**config.mk**
```make
export PLATFORM = sky130hd
export DESIGN_NAME = bcd_counter_4dig
export DESIGN_NICKNAME = d
export VERILOG_FILES = /design/src/rtl/bcd_pkg.sv /design/src/rtl/bcd_digit.sv /design/src/rtl/bcd_counter_4dig.sv
export SDC_FILE = /design/constraint.sdc
export NUM_CORES = 1
export LEC_CHECK = 0
export CAP_MARGIN = 20
export CELL_PAD_IN_SITES_DETAIL_PLACEMENT = 0
export CELL_PAD_IN_SITES_GLOBAL_PLACEMENT = 1
export CORE_ASPECT_RATIO = 0.7
export CORE_MARGIN = 2
export CORE_UTILIZATION = 40
export DETAILED_ROUTE_END_ITERATION = 8
export PLACE_DENSITY = 0.88
export SKIP_CTS_REPAIR_TIMING = 1
export SLEW_MARGIN = 20
export SYNTH_ARGS = -nofsm -noshare
export SYNTH_HDL_FRONTEND = slang
export SYNTH_HIERARCHICAL = 1
export SYNTH_SLANG_ARGS = --single-unit
```
**constraint.sdc**
```tcl
create_clock -name CLOCK_50 -period 4.5 [get_ports CLOCK_50]
set_input_delay 0.9 -clock CLOCK_50 [delete_from_list [all_inputs] [get_ports CLOCK_50]]
set_output_delay 0.9 -clock CLOCK_50 [all_outputs]
set_load 0.005 [all_outputs]
```
**src/rtl/bcd_pkg.sv**
```systemverilog
// Shared BCD constants, nibble type and load sanitizer for the 4-digit counter.
package bcd_pkg;

  localparam int unsigned NDIG    = 4;
  localparam int unsigned NIB_W   = 4;
  localparam int unsigned PRE_W   = 26;

  typedef logic [NIB_W-1:0] nibble_t;

  localparam nibble_t BCD_MAX = 4'd9;
  localparam nibble_t BCD_MIN = 4'd0;

  // Codes A-F are never allowed into the count; they load as zero.
  function automatic nibble_t bcd_sanitize(input nibble_t n);
    return (n > BCD_MAX) ? BCD_MIN : n;
  endfunction

endpackage

```
**src/rtl/bcd_digit.sv**
```systemverilog
// One BCD decade: holds a digit 0..9, steps up/down and flags carry/borrow.
module bcd_digit
  import bcd_pkg::*;
(
  input  logic    clk,
  input  logic    reset,
  input  logic    load,
  input  nibble_t load_val,
  input  logic    step_in,
  input  logic    up,
  output nibble_t q,
  output logic    step_out
);

  nibble_t r_q;

  // Digit register: reset > load > step > hold.
  always_ff @(posedge clk) begin
    if (reset) begin
      r_q <= BCD_MIN;
    end else if (load) begin
      r_q <= bcd_sanitize(load_val);
    end else if (step_in) begin
      if (up) begin
        r_q <= (r_q == BCD_MAX) ? BCD_MIN : r_q + NIB_W'(1);
      end else begin
        r_q <= (r_q == BCD_MIN) ? BCD_MAX : r_q - NIB_W'(1);
      end
    end
  end

  assign q        = r_q;
  // Ripple to the next decade when this one rolls over in the chosen direction.
  assign step_out = step_in && ((up && (r_q == BCD_MAX)) || (!up && (r_q == BCD_MIN)));

endmodule

```
**src/rtl/bcd_counter_4dig.sv**
```systemverilog
// Four-digit BCD up/down counter with prescaler, parallel load and wrap pulse.
module bcd_counter_4dig
  import bcd_pkg::*;
#(
  parameter int unsigned DIV = 50000000
) (
  input  logic                    CLOCK_50,
  input  logic                    RESET,
  input  logic                    EN,
  input  logic                    UP,
  input  logic                    LOAD,
  input  logic [NDIG*NIB_W-1:0]   LOAD_VAL,
  output logic [NDIG*NIB_W-1:0]   BCD_OUT,
  output logic                    TICK,
  output logic                    WRAP
);

  logic [PRE_W-1:0] r_pre;
  logic             r_wrap;
  logic             w_pre_term;
  logic             w_step;
  logic [NDIG:0]    w_chain;

  assign w_pre_term = (r_pre == PRE_W'(DIV - 1));
  assign w_step     = EN && w_pre_term && !LOAD && !RESET;

  // Prescaler: counts enabled cycles, cleared by reset or load.
  always_ff @(posedge CLOCK_50) begin
    if (RESET || LOAD) begin
      r_pre <= '0;
    end else if (EN) begin
      r_pre <= w_pre_term ? '0 : r_pre + PRE_W'(1);
    end
  end

  assign w_chain[0] = w_step;

  for (genvar g = 0; g < NDIG; g++) begin : g_digit
    bcd_digit u_digit (
      .clk      (CLOCK_50),
      .reset    (RESET),
      .load     (LOAD),
      .load_val (LOAD_VAL[g*NIB_W +: NIB_W]),
      .step_in  (w_chain[g]),
      .up       (UP),
      .q        (BCD_OUT[g*NIB_W +: NIB_W]),
      .step_out (w_chain[g+1])
    );
  end

  // Wrap flag: registered alongside the update that rolls past the last digit.
  always_ff @(posedge CLOCK_50) begin
    if (RESET) begin
      r_wrap <= 1'b0;
    end else begin
      r_wrap <= w_chain[NDIG];
    end
  end

  assign TICK = w_step;
  assign WRAP = r_wrap;

endmodule

```
# Word level (Yosys, flattened, before mapping)
# Cells that the tools add are included.
# word_totals
reg_bits	43
latch_bits	0
ram_bits	0
rom_bits	0
in_bits	21
out_inout_bits	18
word_cells	80
memories	0
# op_classes
n_addsub	9
mul	0
div_mod_pow	0
magnitude_cmp	4
n_eq_ne	5
n_shift	0
muxes	25
bitwise_logic	0
reduce_logical	31
# ops
cell	n
4-bit two-way mux	24
26-bit by 1-bit adder with 26-bit output, second input constant	1
26-bit == test, second input constant	1
26-bit two-way mux	1
4-bit by 1-bit adder with 4-bit output, second input constant	4
4-bit == test, second input constant	4
4-bit greater-than comparator, second input constant	4
4-bit logical NOT	4
4-bit by 1-bit subtractor with 4-bit output, second input constant	4
1-bit logical AND	15
2-bit nonzero test	4
1-bit logical OR	5
1-bit logical NOT	3

# Longest topological paths before layout
# logic_depth
ltp_word	9
depth_mapped	16
ltp_nobuf	11

# Cells and area by module
# The synthesis kept the hierarchy.
# by_module_without_submodules
module	instances	cells_each	area_per_inst_um2	seq_area_each_um2
bcd_digit	4	46	334.1	80.1
bcd_counter_4dig	1	147	1300.0	540.5

# Worst setup path after synthesis
# Ideal clock, no wire load.
# synth_path
path_kind	in2reg
start	in EN
end	reg g_digit[3].u_digit.r_q[1]
setup_ns	0.074
t_arrival_ns	4.079
required_time_ns	4.426
path_slack_ns	0.346
path_stages	14
n_path_buf	5
path_cell_list	and4_4 -> buf_6 -> nand4_1 -> nor4_1 -> clkbuf_1 -> nor4b_1 -> clkbuf_1 -> nor4b_1 -> clkbuf_1 -> nor4b_1 -> clkbuf_1 -> o21ai_0 -> or4_1 -> a31oi_1
# synth_via
elab_chain_len	7
# synth_lines
element	line_no	source
from (decl)	bcd_counter_4dig.sv:9	input logic EN,
1-bit logical AND (3 in series)	bcd_counter_4dig.sv:25	assign w_step = EN && w_pre_term && !LOAD && !RESET;
net TICK	bcd_counter_4dig.sv:14	output logic TICK,
1-bit logical AND	bcd_digit.sv:34	assign step_out = step_in && ((up && (r_q == BCD_MAX)) || (!up && (r_q == BCD_MIN)));
net w_chain[1]	bcd_counter_4dig.sv:22	logic [NDIG:0] w_chain;
1-bit logical AND	bcd_digit.sv:34	
net w_chain[2]	bcd_counter_4dig.sv:22	
1-bit logical AND	bcd_digit.sv:34	
net w_chain[3]	bcd_counter_4dig.sv:22	
2-bit nonzero test (no line)	--	
to (signal assigned)	bcd_digit.sv:22	r_q <= bcd_sanitize(load_val);
to (signal assigned)	bcd_digit.sv:25	r_q <= (r_q == BCD_MAX) ? BCD_MIN : r_q + NIB_W'(1);
to (signal assigned)	bcd_digit.sv:27	r_q <= (r_q == BCD_MIN) ? BCD_MAX : r_q - NIB_W'(1);
to (decl)	bcd_digit.sv:15	nibble_t r_q;
# The timed path passes the listed nets, and every way through them passes these cells.
# A chain may end at the register's enable or synchronous reset.

# Worst setup path in the final report
# layout_path
start	in EN
end	reg g_digit[3].u_digit.r_q[1]
# layout_via
elab_chain_len	7
# layout_lines
element	line_no
1-bit logical AND (3 in series)	bcd_counter_4dig.sv:25
1-bit logical AND	bcd_digit.sv:34
net w_chain[1]	bcd_counter_4dig.sv:22
1-bit logical AND	bcd_digit.sv:34
net w_chain[2]	bcd_counter_4dig.sv:22
1-bit logical AND	bcd_digit.sv:34
net w_chain[3]	bcd_counter_4dig.sv:22
2-bit nonzero test (no line)	--
# The timed path passes the listed nets, and every way through them passes these cells.

==> metrics.txt <==
status=complete, no violations; total gr overflow=0; Starting Density=about two fifths; nets=~380; total number of vias=2499; CTS Root Cell=clkbuf_8; largest net degree at the start of global routing=39; Slowest-stage cell, CP=clkdlybuf4s50_1; Final setup viols=0; area of the core=about 6300 µm²; Inst Count DP=432; Post-Synthesis Cells=331; Crit Path Max Fanout=12; Worst EP arrival=roughly 4300 ps; Routed Antenna Nets=0; CTS buffer count=5; die area=between 7000 and 8000 µm²; Pwr Density=~260 nW/µm²; Setup crit end kind=flop; # IOs=39; first-pass GRT wire length=around 11000 µm; pin slew with the least headroom to its limit=about 1000 ps; cell mode on critical path=nor4b_1; clock latency on the worst-skew pair=about 300 ps; diodes inserted=0; Yosys cell types=42; Final GP Congestion=between 0.8 and 0.9; Max-Cap Viols=0; Avg Cell Area, Syn=~8 µm²; number of cell rows=24; Die Width=around 100 µm; commonest non-fill, non-tap cell in the layout=dfxtp_1; fin cells=440; DR pass1 iterations=4; Synth Flop Type=dfxtp_1; RSZ-0062 raised after global routing=no; die height=71.9 µm; WHS=483 ps; Final TNS setup=0 ps; Area Overhead vs Synth=19.5%; commonest cells after routing, fill and taps aside=dfxtp_1, clkdlybuf4s50_1, nor2_1, o21ai_0, nand2_1; Slew headroom=between 30 and 40%; #FFs+latches synth=between 40 and 50; initial antenna violation count=0; PortBufs=38; count of final hold-check violations=0; fin crit period=between 4000 and 5000 ps; Sink Count=43; worst path buffer plus inverter count=2; maximum clock path buffer count=2; critical path launch point type=primary input; worst-case clock skew=approximately 13 ps; Core Util, Final=50.0%; Post-synth EDFFs=0; Leak=~1.0 nW; wire per inst=14.4 µm; TritonCTS clock tree=done; number of global-route vias before repair=roughly 2300; DRC Markers=0; worst endpoint required time=between 4000 and 5000 ps; Clock Pin Slew Worst Setup and Hold Paths=90 ps; Final Cycle Share=89.9%; Largest delay share family, worst path=simple AND/OR/NAND/NOR gates; Post-Synthesis Cell Area=~2600 µm²; ys async rst share=0%; drt initial violations=120; CP cell instances=clkdlybuf4s50_1 -> and4_4 -> nand4_1 -> nor4_1 -> nor4b_1 -> nor4b_1 -> nor4b_1 -> buf_4 -> o21ai_0 -> or4_1 -> a31oi_1; Max rail drop VDD=~0.17 mV; Max Transition Viols Final=0; sequential area share after synthesis=between 30% and 40%; Hold Crit Class=flop to flop; Post-DP HPWL=roughly 4500 µm; fmax=roughly 250 MHz; H-tree levels=2; Synthesized Nets=~350; max incr delay on CP=590 ps; Overall Global Routing Usage=17.9%; synth warn=6; Via density=roughly 5.7; Routed Wire Length=6320 µm; share of cells above drive strength 1=under 10%; Worst Setup Path Type=primary input to flop
registers in the layout, summed over array words and instances, names as in the netlist:
name               cells
r_pre                 26
g_digit.u_digit/q     16
WRAP                   1
synth_stat cells, drive strengths merged, types with 5 or more instances:
library cell  number  area [µm²]
nor4b              6        52.6
clkbuf             9        33.8
nand4             11        75.1
nand3b             8        60.1
buf               14         106
a31oi              8        50.1
or4               14         120
o31ai              6        45.0
and4               5        48.8
dfxtp             43         861
nor2              37         149
or3                7        43.8
nand3             13        77.6
nor3              13        65.1
xnor2              6        52.6
a21oi             21         105
o21ai             29         149
xor2              17         149
and3               6        42.5
nand2             24        90.1
and2               7        43.8
layer usage:
layer	track usage [%]	wire, µm
met1	26.7	3350
met2	26.7	2660
met3	3.85	257
met4	4.20	53
met5	0	0
report_power, final:
group / internal, mW / switching, mW
clock: 0.168 / 0.149
sequential: 0.387 / 0.0162
combinational: 0.0510 / 0.0422
total: 0.606 / 0.207
worst reg2reg max path: stages, from the launching register on:
cell     delay, ps
dfxtp_1        370
ha_1           160
buf_4          150
and3_1         160
nand4_1        140
nor4_1         320
nor4b_1        410
nor4b_1        380
nor4b_1        280
buf_4          210
o21ai_0        110
or4_1          410
a31oi_1        140
stage by stage:
| step | setup slack, ps | area (µm²) | total power, mW |
|---|---|---|---|
| 2_1_floorplan | 346 | 2640 | 0.458 |
| 3_3_place_gp | 321 | 3030 | 0.503 |
| 3_5_place_dp | 145 | 3030 | 0.505 |
| 4_1_cts | 450 | 3150 | 0.817 |
| 5_1_grt | 67.8 | 3150 | 0.846 |
| 6_report | 456 | 3150 | 0.814 |
area by class of cell:
type                    count  area [µm²]
clock buffers               5        68.8
clock inverters             3        47.5
fillers                   626        3160
inverters                   1        3.75
multi-input cells         264        1630
flip-flops and latches     43         861
well taps                  78        97.6
repair buffers             46         440
worst paths after layout:
path                                 from                 endpoint  slack (ps)  cells past startpoint
worst max-delay path                   EN  g_digit[3].u_digit/q[1]         460                     11
worst min-delay path            r_pre[25]                r_pre[25]         480                      2
worst max register to register   r_pre[0]  g_digit[3].u_digit/q[1]        1200                     12
worst min register to register  r_pre[25]                r_pre[25]         480                      2
logic make-up (layout without fill, tap and decap cells):
kind of cell | count (synthesis) | count (layout) | share of synthesized area [%]
mux | 1 | 1 | 0.380
flops | 43 | 43 | 32.7
fa+ha+maj | 1 | 1 | 0.475
buf+inv | 24 | 55 | 5.46
compound gates | 81 | 81 | 18.7
xor+xnor | 23 | 23 | 7.64
simple gates | 158 | 158 | 34.7
Note: power is estimated with default switching activity, not from simulation.
